## config.mk

```make
export PLATFORM = sky130hd
export DESIGN_NAME = bus_irq_ctrl
export DESIGN_NICKNAME = d
export VERILOG_FILES = /design/src/rtl/cpu_reg_package.sv /design/src/rtl/irq_src_sync.sv /design/src/rtl/bus_irq_ctrl.sv
export SDC_FILE = /design/constraint.sdc
export NUM_CORES = 1
export LEC_CHECK = 0
export BUFFER_PORTS_ARGS = -buffer_cell sky130_fd_sc_hd__buf_2
export CAP_MARGIN = 20
export CORE_UTILIZATION = 30
export DETAILED_ROUTE_END_ITERATION = 10
export GPL_TIMING_DRIVEN = 0
export HOLD_SLACK_MARGIN = 0.05
export PLACE_DENSITY_LB_ADDON = 0.08
export SLEW_MARGIN = 10
export SYNTH_ARGS = -nofsm -noshare
export SYNTH_HDL_FRONTEND = slang
export SYNTH_SLANG_ARGS = --single-unit
```

## constraint.sdc

```tcl
create_clock -name clk_i -period 5.1 [get_ports clk_i]
set_clock_uncertainty 0.15 [all_clocks]
set_input_delay 0.765 -clock clk_i [delete_from_list [all_inputs] [get_ports clk_i]]
set_output_delay 0.765 -clock clk_i [all_outputs]
set_load 0.02 [all_outputs]
```

## src/rtl/cpu_reg_package.sv

```systemverilog
// Shared CPU-bus register constants: default bus widths and interrupt controller map.
package cpu_reg_package;

    localparam int unsigned address_width = 32;
    localparam int unsigned data_width    = 32;

    localparam logic [31:0] IRQ_BASE_ADDR = 32'h0000_9000;

    // Byte offsets from IRQ_BASE_ADDR; word index is bits [4:2].
    localparam logic [4:0] IRQ_STATUS_OFS  = 5'h00;
    localparam logic [4:0] IRQ_PENDING_OFS = 5'h04;
    localparam logic [4:0] IRQ_ENABLE_OFS  = 5'h08;
    localparam logic [4:0] IRQ_MODE_OFS    = 5'h0C;
    localparam logic [4:0] IRQ_CLAIM_OFS   = 5'h10;

endpackage

```

## src/rtl/irq_src_sync.sv

```systemverilog
// Per-source synchroniser chain followed by a one-flop rising-edge detector.
module irq_src_sync #(
    parameter int unsigned SYNC_STAGES = 2
) (
    input  logic clk_i,
    input  logic reset_i,
    input  logic src_i,
    output logic sync_o,
    output logic rise_o
);

    logic [SYNC_STAGES-1:0] stage_q;
    logic                   sync_prev_q;

    always_ff @(posedge clk_i or negedge reset_i) begin
        if (!reset_i) begin
            stage_q     <= '0;
            sync_prev_q <= 1'b0;
        end else begin
            stage_q     <= {stage_q[SYNC_STAGES-2:0], src_i};
            sync_prev_q <= stage_q[SYNC_STAGES-1];
        end
    end

    assign sync_o = stage_q[SYNC_STAGES-1];
    assign rise_o = sync_o & ~sync_prev_q;

endmodule

```

## src/rtl/bus_irq_ctrl.sv

```systemverilog
// Memory-mapped interrupt controller: per-source edge/level pending latches, enable mask,
// lowest-index-first claim register and a single registered CPU interrupt line.
module bus_irq_ctrl
    import cpu_reg_package::*;
#(
    parameter int unsigned            ADDR_WIDTH  = address_width,
    parameter int unsigned            DATA_WIDTH  = data_width,
    parameter logic [ADDR_WIDTH-1:0]  BASE_ADDR   = ADDR_WIDTH'(IRQ_BASE_ADDR),
    parameter int unsigned            NUM_SRC     = 8,
    parameter int unsigned            SYNC_STAGES = 2
) (
    input  logic                  clk_i,
    input  logic                  reset_i,
    input  logic [ADDR_WIDTH-1:0] address_i,
    input  logic                  we_i,
    input  logic [DATA_WIDTH-1:0] data_i,
    output logic [DATA_WIDTH-1:0] rdata_o,
    output logic                  irq_o,
    input  logic [NUM_SRC-1:0]    src_i
);

    logic [NUM_SRC-1:0]    sync;
    logic [NUM_SRC-1:0]    rise;
    logic [NUM_SRC-1:0]    pending_q, pending_d;
    logic [NUM_SRC-1:0]    enable_q;
    logic [NUM_SRC-1:0]    mode_q, mode_new;
    logic [NUM_SRC-1:0]    active, claim_sel, claim_clr, w1c, switch_on;
    logic [DATA_WIDTH-1:0] claim_val;
    logic [DATA_WIDTH-1:0] rdata_d, rdata_q;
    logic                  irq_q;
    logic                  hit, rd, wr;
    logic [2:0]            offset;
    logic                  unused_bits;

    for (genvar n = 0; n < NUM_SRC; n++) begin : g_src
        irq_src_sync #(
            .SYNC_STAGES(SYNC_STAGES)
        ) u_sync (
            .clk_i  (clk_i),
            .reset_i(reset_i),
            .src_i  (src_i[n]),
            .sync_o (sync[n]),
            .rise_o (rise[n])
        );
    end

    assign hit    = address_i[ADDR_WIDTH-1:5] == BASE_ADDR[ADDR_WIDTH-1:5];
    assign offset = address_i[4:2];
    assign rd     = hit & ~we_i;
    assign wr     = hit & we_i;

    assign unused_bits = ^{address_i[1:0], data_i[DATA_WIDTH-1:NUM_SRC]};

    // Lowest-index active source; isolate the lowest set bit for the claim-clear.
    assign active    = pending_q & enable_q;
    assign claim_sel = active & (~active + NUM_SRC'(1));

    always_comb begin
        claim_val = '0;
        for (int n = int'(NUM_SRC) - 1; n >= 0; n--) begin
            if (active[n]) claim_val = DATA_WIDTH'(n + 1);
        end
    end

    assign claim_clr = (rd && offset == IRQ_CLAIM_OFS[4:2]) ? claim_sel : '0;
    assign w1c       = (wr && offset == IRQ_PENDING_OFS[4:2]) ? data_i[NUM_SRC-1:0] : '0;
    assign mode_new  = (wr && offset == IRQ_MODE_OFS[4:2]) ? data_i[NUM_SRC-1:0] : mode_q;
    assign switch_on = mode_new & ~mode_q;

    // Level sources track sync; edge sources set on rise (set beats clear), and a
    // source just switched into edge mode restarts from its rise alone.
    assign pending_d = (~mode_new & sync)
                     | (mode_new & (rise | (pending_q & ~switch_on & ~w1c & ~claim_clr)));

    always_comb begin
        rdata_d = '0;
        if (rd) begin
            case (offset)
                IRQ_STATUS_OFS[4:2]:  rdata_d[NUM_SRC-1:0] = sync;
                IRQ_PENDING_OFS[4:2]: rdata_d[NUM_SRC-1:0] = pending_q;
                IRQ_ENABLE_OFS[4:2]:  rdata_d[NUM_SRC-1:0] = enable_q;
                IRQ_MODE_OFS[4:2]:    rdata_d[NUM_SRC-1:0] = mode_q;
                IRQ_CLAIM_OFS[4:2]:   rdata_d              = claim_val;
                default:              rdata_d              = '0;
            endcase
        end
    end

    always_ff @(posedge clk_i or negedge reset_i) begin
        if (!reset_i) begin
            pending_q <= '0;
            enable_q  <= '0;
            mode_q    <= '0;
            rdata_q   <= '0;
            irq_q     <= 1'b0;
        end else begin
            pending_q <= pending_d;
            mode_q    <= mode_new;
            rdata_q   <= rdata_d;
            irq_q     <= |active;
            if (wr && offset == IRQ_ENABLE_OFS[4:2]) enable_q <= data_i[NUM_SRC-1:0];
        end
    end

    assign rdata_o = rdata_q;
    assign irq_o   = irq_q;

endmodule

```

# Word-level counts from Yosys, hierarchy flattened
# Cells that the tools add are included.
[classes]
eq_ne = 5
n_bitwise = 35
mux = 14
addsub = 1
n_reduce_logical = 6
[op_table]
columns = ["cell", "n"]
rows = [
  ["$mux 32", 7],
  ["$and 8x8->8", 8],
  ["$not 8->8", 6],
  ["$pmux 8 s5", 1],
  ["$eq 27x11->1 const B", 1],
  ["$mux 24", 1],
  ["$mux 8", 3],
  ["$or 8x8->8", 2],
  ["$and 1x1->1", 10],
  ["$not 1->1", 9],
  ["$add 8x1->8 const B", 1],
  ["$mux 4", 2],
  ["$reduce_or 8->1", 1],
  ["$eq 3x2->1 const B", 2],
  ["$logic_and 1x1->1", 4],
  ["$eq 3x1->1 const B", 1],
  ["$eq 3x3->1 const B", 1],
  ["$logic_not 3->1", 1],
]
[word_totals]
elab_cells = 82
output_inout_bits = 33
input_bits = 75
register_bits = 81

# Depth between registers and ports, before layout
[logic_depth]
ltp_word = 12
ltp_mapped = 7
ltp_nobuf = 5

# Hierarchy
# Synthesis repeated with hierarchy kept, for this count alone.
[hier_totals]
hier_cells = 229
area_unflattened_um2 = 2854.0
[modules_own_cells]
columns = ["module", "cells_per_inst", "instances", "area_each_um2", "seq_area_each_um2"]
rows = [
  ["bus_irq_ctrl", 197, 1, 2143.3, 825.8],
  ["irq_src_sync", 4, 8, 88.8, 75.1],
]

# Worst setup path after synthesis
# OpenSTA, ideal clock, no wires.
[synth_timing]
kind = "input -> register"
startpoint = "input port address_i[7]"
endpoint = "register pending_q[4]"
path_slack_ns = 2.435
required_time_ns = 4.829
path_stages = 6
n_path_buf = 1
setup_time_ns = 0.121
arrival_ns = 2.395
path_cell_list = "nor4_2 -> nand4_2 -> or4_1 -> buf_2 -> mux2_4 -> a22o_1"
[synth_via]
elab_chain_cells = 12
elab_cells_between_ends = 21
classes_between = "eq/ne (1); mux (3); bitwise (14); reduce/logical (3)"
[synth_rtl]
columns = ["item", "line", "text"]
rows = [
  ["start, declared", "bus_irq_ctrl.sv:14", "input logic [ADDR_WIDTH-1:0] address_i,"],
  ["$eq 27x11->1 (*)", "bus_irq_ctrl.sv:47", "assign hit = address_i[ADDR_WIDTH-1:5] == BASE_ADDR[ADDR_WIDTH-1:5];"],
  ["$and 1x1->1", "bus_irq_ctrl.sv:50", "assign wr = hit & we_i;"],
  ["$logic_and 1x1->1", "bus_irq_ctrl.sv:67", "assign mode_new = (wr && offset == IRQ_MODE_OFS[4:2]) ? data_i[NUM_SRC-1:0] : mode_q;"],
  ["$mux 8", "bus_irq_ctrl.sv:67", ""],
  ["$and 8x8->8", "bus_irq_ctrl.sv:68", "assign switch_on = mode_new & ~mode_q;"],
  ["$not 8->8", "bus_irq_ctrl.sv:73", "| (mode_new & (rise | (pending_q & ~switch_on & ~w1c & ~claim_clr)));"],
  ["$and 8x8->8 (3 in a row)", "bus_irq_ctrl.sv:73", ""],
  ["$or 8x8->8", "bus_irq_ctrl.sv:73", ""],
  ["$and 8x8->8", "bus_irq_ctrl.sv:73", ""],
  ["$or 8x8->8 (*)", "bus_irq_ctrl.sv:73", ""],
  ["net pending_d[4]", "bus_irq_ctrl.sv:24", "logic [NUM_SRC-1:0] pending_q, pending_d;"],
  ["end signal, assigned", "bus_irq_ctrl.sv:97", "pending_q <= pending_d;"],
  ["end, declared", "bus_irq_ctrl.sv:24", ""],
]
# The timed path passes the listed nets; every way through them passes the cells marked *.
# A chain may end at the register's enable or synchronous reset.

# Worst setup path in the final report
[layout_timing]
startpoint = "input port address_i[13]"
endpoint = "register pending_q[5]"
# Same word-level chain as after synthesis.

==> qor.csv <==
metric;value;unit
worstSetupPathType;in -> reg;
fp-row-count;34;
holdBufCountCts;0;
nets;413;
ir_worst_vdd;0.0992;mV
synthCells;248;
required;5170;ps
ys.flop_type;dfrtp_1;
worst-r2r-cell-count;5;
synth_top_cell_by_area;dfrtp_1;
setup_viol;0;
syn_area_per_cell;11.1;sq um
core-area;0.00881;sq mm
io_pins;108;
grt_first_pass_wirelength;10.6;mm
power.leakage;1.65;nW
hp-start;g_src[4].u_sync.stage_q[0]$_DFF_PN0_;
cts_tree;built;
rsz0062_at_grt;no;
grt_pass1_vias;1992;
synth-edff-count;0;
fp.dieH;97.7;microns
cp-end-kind;flop;
gp_congestion;0.753;
clk_latency;330;ps
cts_setup_buffers;0;
r2r_end;pending_q[6]$_DFF_PN0_;
holdCritPathClass;reg -> reg;
syn_area;0.00275;sq mm
antenna_found_initial;0;
period_share;0.568;
period_minus_slack;2900;ps
synth.distinct_cells;37;
detail_route.first_pass.iterations;7;
cts.sinks;57;
yosys_warnings;0;
cp_max_fo;10;
wire_per_inst;14.2;microns
port_buffers;56;
slew_violations;0;
totalNegativeSetupSlack;0;ps
vias;2079;
ctsLongestPathBuffers;2;
drc;14;
synth.most_common_cell;dfrtp_1;
hold_path_depth;0;
status;complete, but fails checks;
layout-drive-gt1-share;0.348;
yosysTopAreaCellShare;0.519;
dp_hpwl;4.52;mm
h-tree-depth;3;
dieArea;0.00955;sq mm
track_usage;0.146;
yosys-top-cells-area;dfrtp_1 (52%), buf_4 (6.6%), nand2_1 (6.6%);
violations;design-rule violations;
n_antenna_cell;0;
worstSetupStartpointType;input port;
hold_end;g_src[4].u_sync.stage_q[1]$_DFF_PN0_;
die_w;97.7;microns
fin_util;0.389;
timing.reg2reg.setup_slack;2720;ps
synth_seq_cells;57;
grt_remaining_overflow;0;
via_per_inst;4.62;
async_flop_share;1.00;
drt_wl_total;6.38;mm
root_buffer;clkbuf_8;
area_growth;24.6;%
cts_resized;0;
drv_cap;0;
yosys-top-cells-count;dfrtp_1 (57), nand2_1 (48), buf_4 (24), nand3_1 (18);
grt_max_degree;58;
worst_slew_pin_slew;1050;ps
hold_viol;0;
max-slew-margin-rel;0.292;
max_freq;345;MHz
cp_data_arrival_time;2960;ps
reg2reg_from;enable_q[2]$_DFFE_PN0P_;
ant_nets;0;
cts_buffers;9;
fin_area;0.00343;sq mm
place_area;0.00325;sq mm
ys_seq_area_frac;0.519;
cts.clk_slew.worst_paths;60;ps
drtIter0Drc;107;
start_util;0.312;
powerDensity;274;mW/mm^2
==> critical path, stage by stage <==
cell,delay (ps)
buf_2,100
nor4b_1,390
nand2_1,200
nor4_2,750
buf_2,400
nand3_1,110
a32o_1,260
==> worst max-delay path by stage <==
stage,slack (ps),cells after the start,end,startpoint
3_3_place_gp,1770,7,pending_q[5]$_DFF_PN0_,address_i[13]
5_1_grt,2000,7,pending_q[6]$_DFF_PN0_,address_i[13]
3_5_place_dp,1820,7,pending_q[5]$_DFF_PN0_,address_i[23]
6_report,2200,7,pending_q[5]$_DFF_PN0_,address_i[13]
4_1_cts,2180,7,pending_q[5]$_DFF_PN0_,address_i[23]
2_1_floorplan,2430,6,pending_q[4]$_DFF_PN0_,address_i[7]
==> area by class of cell <==
cell class              count  area (sq um)
clock buffers              13           159
clock inverters             2          13.8
well taps                 108           135
repair buffers             56           283
flip-flops and latches     57          1430
inverters                   4          15.0
fillers                   883          5380
plain buffers              31           210
multi-input cells         179          1180
==> state kept, by name, indices dropped and copies added (netlist names) <==
signal / cells
pending_q: 8
mode_q: 8
g_src.u_sync.sync_prev_q: 8
irq_o: 1
g_src.u_sync.stage_q: 16
rdata_o: 8
enable_q: 8
==> kinds of logic (layout without fill, tap and decap cells) <==
kind of cell,count (synthesis),after routing,share of synthesized area
xor+xnor,8,8,0.0255
compound gates,29,29,0.0801
other cells,1,24,0.00136
flops,57,57,0.519
simple gates,100,100,0.190
mux,18,18,0.103
buf+inv,35,106,0.0819
==> placed cells by master, fill, tap and decap left out, drive strengths merged, types with 7 or more instances in the layout <==
master and count:
buf 85, dfrtp 57, nand2 48, conb 24, nand3 18, clkbuf 15, mux2 9, a21oi 8
xor2 8, nor4 8, mux4 7, a32o 7, nand4 7
==> power breakdown <==
group | internal (mW) | switching (mW) | total (mW)
registers | 0.465 | 0.00876 | 0.474
logic | 0.0407 | 0.0508 | 0.0915
clock network | 0.201 | 0.173 | 0.373
total | 0.706 | 0.232 | 0.938
==> stage by stage <==
stage	std cells	hold WS [ps]	setup slack, ps	total power, mW
after detailed placement	435	186	1820	0.574
after global placement	435	181	1770	0.573
after global routing	450	207	2000	0.988
after CTS	450	201	2180	0.956
final	450	200	2200	0.938
after floorplan	271	181	2430	0.534
==> metal layers <==
metal	vias up	part of all wire	global-route usage	wire, microns
met3	2	0.049	0.0329	314
met4	0	0.0047	0.0699	30
met2	61	0.48	0.226	3080
li1	1017	-	-	-
met5	-	0	0	0
met1	999	0.46	0.194	2950
No activity file was read; power rests on OpenSTA's default activity.
